===== config.mk =====
export PLATFORM = sky130hd
export DESIGN_NAME = tx_scheduler_flat
export DESIGN_NICKNAME = d
export VERILOG_FILES = /design/src/rtl/tx_scheduler_pkg.sv /design/src/rtl/tx_scheduler_if.sv /design/src/rtl/tx_scheduler_rr_picker.sv /design/src/rtl/tx_scheduler.sv /design/src/flat_wrapper.sv
export SDC_FILE = /design/constraint.sdc
export NUM_CORES = 1
export LEC_CHECK = 0
export BUFFER_PORTS_ARGS = -buffer_cell sky130_fd_sc_hd__buf_2
export CAP_MARGIN = 15
export CELL_PAD_IN_SITES_DETAIL_PLACEMENT = 0
export CELL_PAD_IN_SITES_GLOBAL_PLACEMENT = 1
export CORE_MARGIN = 1
export CORE_UTILIZATION = 37
export DETAILED_ROUTE_END_ITERATION = 16
export GPL_TIMING_DRIVEN = 0
export PLACE_DENSITY_LB_ADDON = 0.1
export SLEW_MARGIN = 20
export SYNTH_ARGS = -nofsm -noshare
export SYNTH_HDL_FRONTEND = slang
export SYNTH_HIERARCHICAL = 1
export SYNTH_SLANG_ARGS = --single-unit
export TNS_END_PERCENT = 20

===== constraint.sdc =====
create_clock -name clk -period 1.5 [get_ports clk]
set_clock_uncertainty 0.1 [all_clocks]
set_input_delay 0.075 -clock clk [delete_from_list [all_inputs] [get_ports clk]]
set_output_delay 0.075 -clock clk [all_outputs]
set_load 0.05 [all_outputs]

===== src/rtl/tx_scheduler_pkg.sv =====
// Shared types and helpers for the tx_scheduler slice.
// The tag byte format is used only when TX_SCHED_TAG_EN is defined.
package tx_scheduler_pkg;

    localparam int IDX_W = 3;
    localparam int TAG_W = 8;
    localparam logic [3:0] TAG_PREFIX = 4'hA;

    typedef enum logic [2:0] {
        ST_IDLE,
        ST_HDR,
        ST_SEND,
        ST_GAP,
        ST_WAIT
    } state_t;

    function automatic logic [IDX_W-1:0] rr_next(logic [IDX_W-1:0] idx, int nreq);
        return (int'(idx) + 1 >= nreq) ? '0 : idx + 1'b1;
    endfunction

    function automatic logic [TAG_W-1:0] tag_byte(logic [IDX_W-1:0] idx);
        return {TAG_PREFIX, 1'b0, idx};
    endfunction

endpackage


===== src/rtl/tx_scheduler_if.sv =====
// Producer/send-controller bus of the tx_scheduler.
// master = producers + send controller side, slave = scheduler.
interface tx_scheduler_if #(parameter int NREQ = 2);

    logic [NREQ-1:0]        req_valid;
    logic [NREQ-1:0][7:0]   req_byte;
    logic [NREQ-1:0]        req_last;
    logic [NREQ-1:0]        req_ack;
    logic [NREQ-1:0]        grant;
    logic                   transmit;
    logic [7:0]             tx_byte;
    logic                   is_transmitting;
    logic                   pkt_abort;

    modport master (
        output req_valid, req_byte, req_last, is_transmitting,
        input  req_ack, grant, transmit, tx_byte, pkt_abort
    );

    modport slave (
        input  req_valid, req_byte, req_last, is_transmitting,
        output req_ack, grant, transmit, tx_byte, pkt_abort
    );

endinterface


===== src/rtl/tx_scheduler_rr_picker.sv =====
// Combinational round-robin pick: first valid requester at or after rr_ptr,
// wrapping modulo NREQ. Returns one-hot pick, its index and an any flag.
module tx_scheduler_rr_picker
    import tx_scheduler_pkg::*;
#(
    parameter int NREQ = 2
) (
    input  logic [NREQ-1:0]  req_valid,
    input  logic [IDX_W-1:0] rr_ptr,
    output logic [NREQ-1:0]  pick,
    output logic [IDX_W-1:0] idx,
    output logic             any
);

    always_comb begin
        pick = '0;
        idx  = '0;
        any  = 1'b0;
        for (int k = 0; k < NREQ; k++) begin
            for (int i = 0; i < NREQ; i++) begin
                if (!any && req_valid[i] && (i == (int'(rr_ptr) + k) % NREQ)) begin
                    pick[i] = 1'b1;
                    idx     = IDX_W'(i);
                    any     = 1'b1;
                end
            end
        end
    end

endmodule


===== src/rtl/tx_scheduler.sv =====
// Per-packet round-robin scheduler in front of the single serial send controller.
// Define TX_SCHED_TAG_EN to prefix every packet with tag byte 0xA0|idx.
module tx_scheduler
    import tx_scheduler_pkg::*;
#(
    parameter int NREQ   = 2,
    parameter int MAXPKT = 64
) (
    input  logic          clk,
    input  logic          n_reset,
    tx_scheduler_if.slave bus
);

    localparam logic [7:0] MAX_CNT = 8'(MAXPKT);

    state_t           state_q, state_d;
    logic [NREQ-1:0]  grant_q, grant_d;
    logic [NREQ-1:0]  ack_q, ack_d;
    logic [IDX_W-1:0] gidx_q, gidx_d;
    logic [IDX_W-1:0] rr_q, rr_d;
    logic [7:0]       cnt_q, cnt_d;
    logic [7:0]       txb_q, txb_d;
    logic             last_q, last_d;
    logic             tx_q, tx_d;
    logic             abort_q, abort_d;

    logic [NREQ-1:0]  pick;
    logic [IDX_W-1:0] pick_idx;
    logic             pick_any;
    logic             cur_valid, cur_last;
    logic [7:0]       cur_byte;

    tx_scheduler_rr_picker #(.NREQ(NREQ)) u_picker (
        .req_valid (bus.req_valid),
        .rr_ptr    (rr_q),
        .pick      (pick),
        .idx       (pick_idx),
        .any       (pick_any)
    );

    // Only the packet owner's lane is ever looked at while a grant is held.
    always_comb begin
        cur_valid = 1'b0;
        cur_last  = 1'b0;
        cur_byte  = '0;
        for (int i = 0; i < NREQ; i++) begin
            if (grant_q[i]) begin
                cur_valid = bus.req_valid[i];
                cur_last  = bus.req_last[i];
                cur_byte  = bus.req_byte[i];
            end
        end
    end

    always_comb begin
        state_d = state_q;
        grant_d = grant_q;
        gidx_d  = gidx_q;
        rr_d    = rr_q;
        cnt_d   = cnt_q;
        last_d  = last_q;
        txb_d   = txb_q;
        tx_d    = 1'b0;
        ack_d   = '0;
        abort_d = 1'b0;
        case (state_q)
            ST_IDLE: begin
                if (pick_any) begin
                    grant_d = pick;
                    gidx_d  = pick_idx;
                    cnt_d   = '0;
                    last_d  = 1'b0;
`ifdef TX_SCHED_TAG_EN
                    state_d = ST_HDR;
`else
                    state_d = ST_SEND;
`endif
                end
            end
`ifdef TX_SCHED_TAG_EN
            ST_HDR: begin
                if (!bus.is_transmitting) begin
                    tx_d    = 1'b1;
                    txb_d   = tag_byte(gidx_q);
                    state_d = ST_GAP;
                end
            end
`endif
            ST_SEND: begin
                if (!bus.is_transmitting && cur_valid) begin
                    tx_d    = 1'b1;
                    txb_d   = cur_byte;
                    ack_d   = grant_q;
                    cnt_d   = cnt_q + 8'd1;
                    last_d  = cur_last;
                    state_d = ST_GAP;
                end
            end
            // Controller raises busy only the cycle after transmit.
            ST_GAP: state_d = ST_WAIT;
            ST_WAIT: begin
                if (!bus.is_transmitting) begin
                    if (last_q || cnt_q == MAX_CNT) begin
                        grant_d = '0;
                        rr_d    = rr_next(gidx_q, NREQ);
                        cnt_d   = '0;
                        abort_d = !last_q;
                        state_d = ST_IDLE;
                    end else begin
                        state_d = ST_SEND;
                    end
                end
            end
            default: state_d = ST_IDLE;
        endcase
    end

    always_ff @(posedge clk or negedge n_reset) begin
        if (!n_reset) begin
            state_q <= ST_IDLE;
            grant_q <= '0;
            gidx_q  <= '0;
            rr_q    <= '0;
            cnt_q   <= '0;
            last_q  <= 1'b0;
            txb_q   <= '0;
            tx_q    <= 1'b0;
            ack_q   <= '0;
            abort_q <= 1'b0;
        end else begin
            state_q <= state_d;
            grant_q <= grant_d;
            gidx_q  <= gidx_d;
            rr_q    <= rr_d;
            cnt_q   <= cnt_d;
            last_q  <= last_d;
            txb_q   <= txb_d;
            tx_q    <= tx_d;
            ack_q   <= ack_d;
            abort_q <= abort_d;
        end
    end

    assign bus.grant     = grant_q;
    assign bus.req_ack   = ack_q;
    assign bus.transmit  = tx_q;
    assign bus.tx_byte   = txb_q;
    assign bus.pkt_abort = abort_q;

endmodule


===== src/flat_wrapper.sv =====
// flat-port wrapper written by rule: the top's interface ports become plain ports
module tx_scheduler_flat import tx_scheduler_pkg::*;
#(
    parameter int NREQ   = 2,
    parameter int MAXPKT = 64
)
  (clk, n_reset, bus_req_valid, bus_req_byte, bus_req_last, bus_is_transmitting, bus_req_ack, bus_grant, bus_transmit, bus_tx_byte, bus_pkt_abort);
  tx_scheduler_if #(.NREQ(NREQ)) bus_i ();
  input  logic clk;
  input  logic n_reset;
  input wire logic [$bits(bus_i.req_valid)-1:0] bus_req_valid;
  input wire logic [$bits(bus_i.req_byte)-1:0] bus_req_byte;
  input wire logic [$bits(bus_i.req_last)-1:0] bus_req_last;
  input wire logic [$bits(bus_i.is_transmitting)-1:0] bus_is_transmitting;
  output wire logic [$bits(bus_i.req_ack)-1:0] bus_req_ack;
  output wire logic [$bits(bus_i.grant)-1:0] bus_grant;
  output wire logic [$bits(bus_i.transmit)-1:0] bus_transmit;
  output wire logic [$bits(bus_i.tx_byte)-1:0] bus_tx_byte;
  output wire logic [$bits(bus_i.pkt_abort)-1:0] bus_pkt_abort;
  assign bus_i.req_valid = bus_req_valid;
  assign bus_i.req_byte = bus_req_byte;
  assign bus_i.req_last = bus_req_last;
  assign bus_i.is_transmitting = bus_is_transmitting;
  assign bus_req_ack = bus_i.req_ack;
  assign bus_grant = bus_i.grant;
  assign bus_transmit = bus_i.transmit;
  assign bus_tx_byte = bus_i.tx_byte;
  assign bus_pkt_abort = bus_i.pkt_abort;
  tx_scheduler #(.NREQ(NREQ), .MAXPKT(MAXPKT)) u_core (.clk(clk), .n_reset(n_reset), .bus(bus_i));
endmodule

Word level (Yosys, flattened, before mapping). Index checks and enable logic that the tools add are counted.

Register bits: 30. Logic and storage cells: 94.

Bitwise operators: 2. Equality and inequality tests: 9. Reductions and logical operators: 27. Muxes and demuxes: 41. Order comparisons: 1. $add $sub $neg: 4.

Operators by type and width (number): $logic_not 32->1 (2); $mux 8 (6); $ge 32x3->1 const B (1); $pmux 8 s3 (1); $mux 1 (20); $mux 3 (5); $mux 2 (6); $pmux 3 s4 (1); $reduce_and 3->1 (3); $add 8x1->8 const B (1); $eq 8x7->1 const B (1); $logic_and 1x1->1 (8); $eq 3x2->1 const B (2); $ne 2x1->1 const B (3); $logic_not 1->1 (5); $reduce_and 5->1 (1); $add 3x1->4 const B (1); $pmux 2 s2 (1); $reduce_and 2->1 (2); $reduce_and 4->1 (1); $reduce_bool 2->1 (2); $eq 3x3->1 const B (1); $logic_not 3->1 (1); $reduce_bool 3->1 (1); other kinds (7) (8).

Logic depth before layout (Yosys ltp).
Word-level depth: 17. Mapped depth: 8.

Cells and area by module. The synthesis kept the hierarchy.

By module, submodules not included: tx_scheduler (area an instance 1656.6 um^2, instances 1, cells each 157, seq. area each 800.8 um^2); tx_scheduler_rr_picker (area an instance 51.3 um^2, instances 1, cells each 8, seq. area each 0.0 um^2).

Worst setup path before layout. OpenSTA, ideal clock, no wires.

Path kind: flip-flop to flip-flop. Start point: register u_core.grant_q[1], in the netlist u_core/bus.grant[1]. End point: register u_core.cnt_q[7]. Data arrival time: 1.585 ns. Slack: -0.309 ns. Required time: 1.276 ns. Library setup time: 0.124 ns. Cell stages (with the launch flop): 6. Cell sequence: dfrtp_1 nand3b_1 a21oi_2 o21a_4 nand2_4 a211o_1.

Cells in the longest elaborated chain, start to end: 4.

Ends and longest elaborated chain: start: declaration (line tx_scheduler.sv:17) `logic [NREQ-1:0] grant_q, grant_d;`; start signal: assignment (line tx_scheduler.sv:132) `grant_q <= grant_d;`; $mux 1 (line tx_scheduler.sv:47) `if (grant_q[i]) begin`; $logic_and 1x1->1 (line tx_scheduler.sv:90) `if (!bus.is_transmitting && cur_valid) begin`; $ne 2x1->1 (no line); $reduce_and 5->1 (no line); end signal: assignment (line tx_scheduler.sv:135) `cnt_q <= cnt_d;`; end: declaration (line tx_scheduler.sv:21) `logic [7:0] cnt_q, cnt_d;`.

Every way passes these cells. A chain may end at the register's enable or synchronous reset.

Worst setup path after layout.
Start point: register u_core.cnt_q[0]. End point: register u_core.cnt_q[7].

Cells in the longest elaborated chain, start to end: 4.

Ends and longest elaborated chain: branches (longest 4 deep; another with $add 8x1->8).

Parallel ways; which one is timed is not known. The select of a mux whose other input is x is not followed.

==> impl_metrics.csv <==
group,metric,value,unit
status,status,"finished, violations left",
status,violations,"setup timing",
final_layout,seqCellArea,753,um2
critical_path,crit_arrival,1.78,ns
die,die-area,0.00472,mm2
clocking,clockBufferDepth,2,
final_layout,diodes,0,
pwr,p_per_area,2080,mW/mm2
routing,drt.antenna.violating_nets,0,
final_layout,syn_to_final_growth,30.0,%
placed_design,place_congestion,0.823,
critical_path,reg2reg_slack,-0.22,ns
routing,dr.pass1.iters,6,
final_layout,multi_input_area,840,um2
grt,grt_pass1_vias,1252,
routing,vias,1374,
grt,grt_pass1_wl,5.91,mm
timing,max_slew_margin,0.542,
grt,grt_max_degree,31,
timing,grt_setup_unrepaired,"yes",
critical_path,crit_path_end_kind,"register",
critical_path,start_kind,"register",
placed_design,place_hpwl,2.61,mm
synthesis,synthCells,161,
clocking,clock_latency,0.28,ns
die,dieHeight,68.7,um
clocking,cts_tree,"built",
worst_hold_path,whs_path_depth,3,
critical_path,crit_type,"reg -> reg",
clocking,htree_num_levels,2,
die,core,0.00414,mm2
clocking,numClockSinks,30,
final_layout,fin_cells,266,
worst_hold_path,hold_path.class,"in -> reg",
grt,grt_overflow,0,
grt,grt_usage,0.178,
pwr,p_leak,1.02,nW
critical_path,cp.required,1.56,ns
timing,finalHoldViolations,0,
timing,setup_slack,-0.216,ns
timing,final-setup-viol-count,23,
timing,fmax,583,MHz
timing,period_share,1.14,
clocking,cts.clk_slew.worst_paths,0.07,ns
placed_design,preCtsSetupSlack,-0.275,ns
final_layout,num-fill-cells,402,
synthesis,synth_area,0.00165,mm2
die,placementRows,23,
placed_design,io_buffers,36,
grt,grt_antenna_before_repair,0,
placed_design,place_inst,248,
clocking,root_buffer,"clkbuf_8",
die,floorplan.initialDensity,0.397,
routing,drcViolationCount,0,
routing,wire_per_inst,14.3,um
routing,totalWireLength,3.81,mm
timing,fin_crit,1.72,ns
routing,drt_iter0_drc,66,
pwr,max-vdd-ir-drop,814,uV
pwr,p_total,4.46,mW
run,cap_violations,0,
timing,worstMarginPinSlew,0.687,ns
timing,final_max_slew_viol_count,0,
synthesis,yosysWarnings,6,
clocking,cts_buffers,5,
critical_path,worst-path-max-fanout,6,
routing,vias_per_cell,5.17,
critical_path,reg2reg_depth,7,
synthesis,syn_avg_cell_area,10.2,um2
final_layout,fin_nets,242,
die,die_x,68.7,um
final_layout,drive_gt1_frac,0.389,
die,pin_count,37,
==> cells in the final DEF (no fill, tap or decap), types with 2 or more instances in the layout <==
cell type	instances
a21oi_1	9
a22o_2	4
a21oi_4	2
o21ai_0	7
dfrtp_1	28
nor3_1	3
ha_1	4
nor4_1	2
buf_6	3
buf_4	8
nand2_4	2
conb_1	2
a21oi_2	2
dfrtp_2	2
nand3_1	4
buf_2	36
nand2_1	11
inv_1	8
clkinv_2	2
nand2b_1	2
nor2_1	17
clkbuf_8	6
o22ai_1	2
a21boi_1	3
dlygate4sd3_1	5
mux2_4	2
nor3_2	2
a22oi_1	11
==> per-stage QoR <==
stage | util | TNS, ns | cell area (um2) | hold slack, ns
2_1_floorplan | - | -1.82 | 1650 | -0.321
3_3_place_gp | 0.457 | -3.89 | 1890 | 0.0549
3_5_place_dp | 0.457 | -3.99 | 1890 | 0.0627
4_1_cts | 0.504 | -3.07 | 2090 | 0.00134
5_1_grt | 0.516 | -5.05 | 2140 | 0.0130
6_report | 0.516 | -2.73 | 2140 | 0.00383
==> where the power goes <==
| group | leakage (nW) | total (mW) | internal, mW | switching [mW] |
|---|---|---|---|---|
| clock network | 0.0579 | 0.806 | 0.488 | 0.317 |
| logic | 0.598 | 2.31 | 0.883 | 1.43 |
| registers | 0.364 | 1.34 | 1.12 | 0.224 |
==> cell type report <==
class	instances	share of cell area
multi-input combinational	115	0.392
sequential	30	0.352
timing repair buffer	46	0.125
buffer	8	0.0345
clock buffer	5	0.0322
tap	50	0.0292
clock inverter	3	0.0187
inverter	9	0.0158
==> worst max-delay path: stages (launching register included) <==
cell and delay [ns]:
dfrtp_1 0.39, inv_1 0.06, ha_1 0.13, and4bb_2 0.28
a21oi_4 0.08, o22ai_4 0.18, nand2_4 0.11, a211o_1 0.27
==> final timing paths <==
check,endpoint,from
max,u_core/cnt_q[7]$_DFFE_PN0P_,u_core/cnt_q[0]$_DFFE_PN0P_
min,u_core/bus.tx_byte[6]$_DFFE_PN0P_,bus_req_byte[6]
max reg2reg,u_core/cnt_q[7]$_DFFE_PN0P_,u_core/cnt_q[0]$_DFFE_PN0P_
min reg2reg,u_core/bus.tx_byte[6]$_DFFE_PN0P_,u_core/bus.tx_byte[6]$_DFFE_PN0P_
max in group asynchronous,u_core/bus.grant[0]$_DFFE_PN0P_,n_reset
min in group asynchronous,u_core/gidx_q[2]$_DFFE_PN0P_,n_reset
==> sequential cells by signal, indices dropped and copies added (netlist names) <==
name	count
u_core/bus.grant	2
u_core/bus.pkt_abort	1
u_core/bus.req_ack	2
u_core/bus.transmit	1
u_core/bus.tx_byte	8
u_core/cnt_q	8
u_core/gidx_q	3
u_core/last_q	1
u_core/rr_q	1
u_core/state_q	3
==> what timing repair did <==
action,CTS,global route
hold endpoints to repair,32,2
resized for setup,4,4
pin swaps,6,3
hold buffers,3,2
buffers inserted,4,1
endpoints found under the setup margin,24,25
==> routing by layer <==
metal | wire [um] | track usage
met1 | 1810 | 0.224
met3 | 176 | 0.0592
met2 | 1800 | 0.286
met5 | 0 | 0
met4 | 21 | 0.0547
Power figures use the tool's default switching activity.
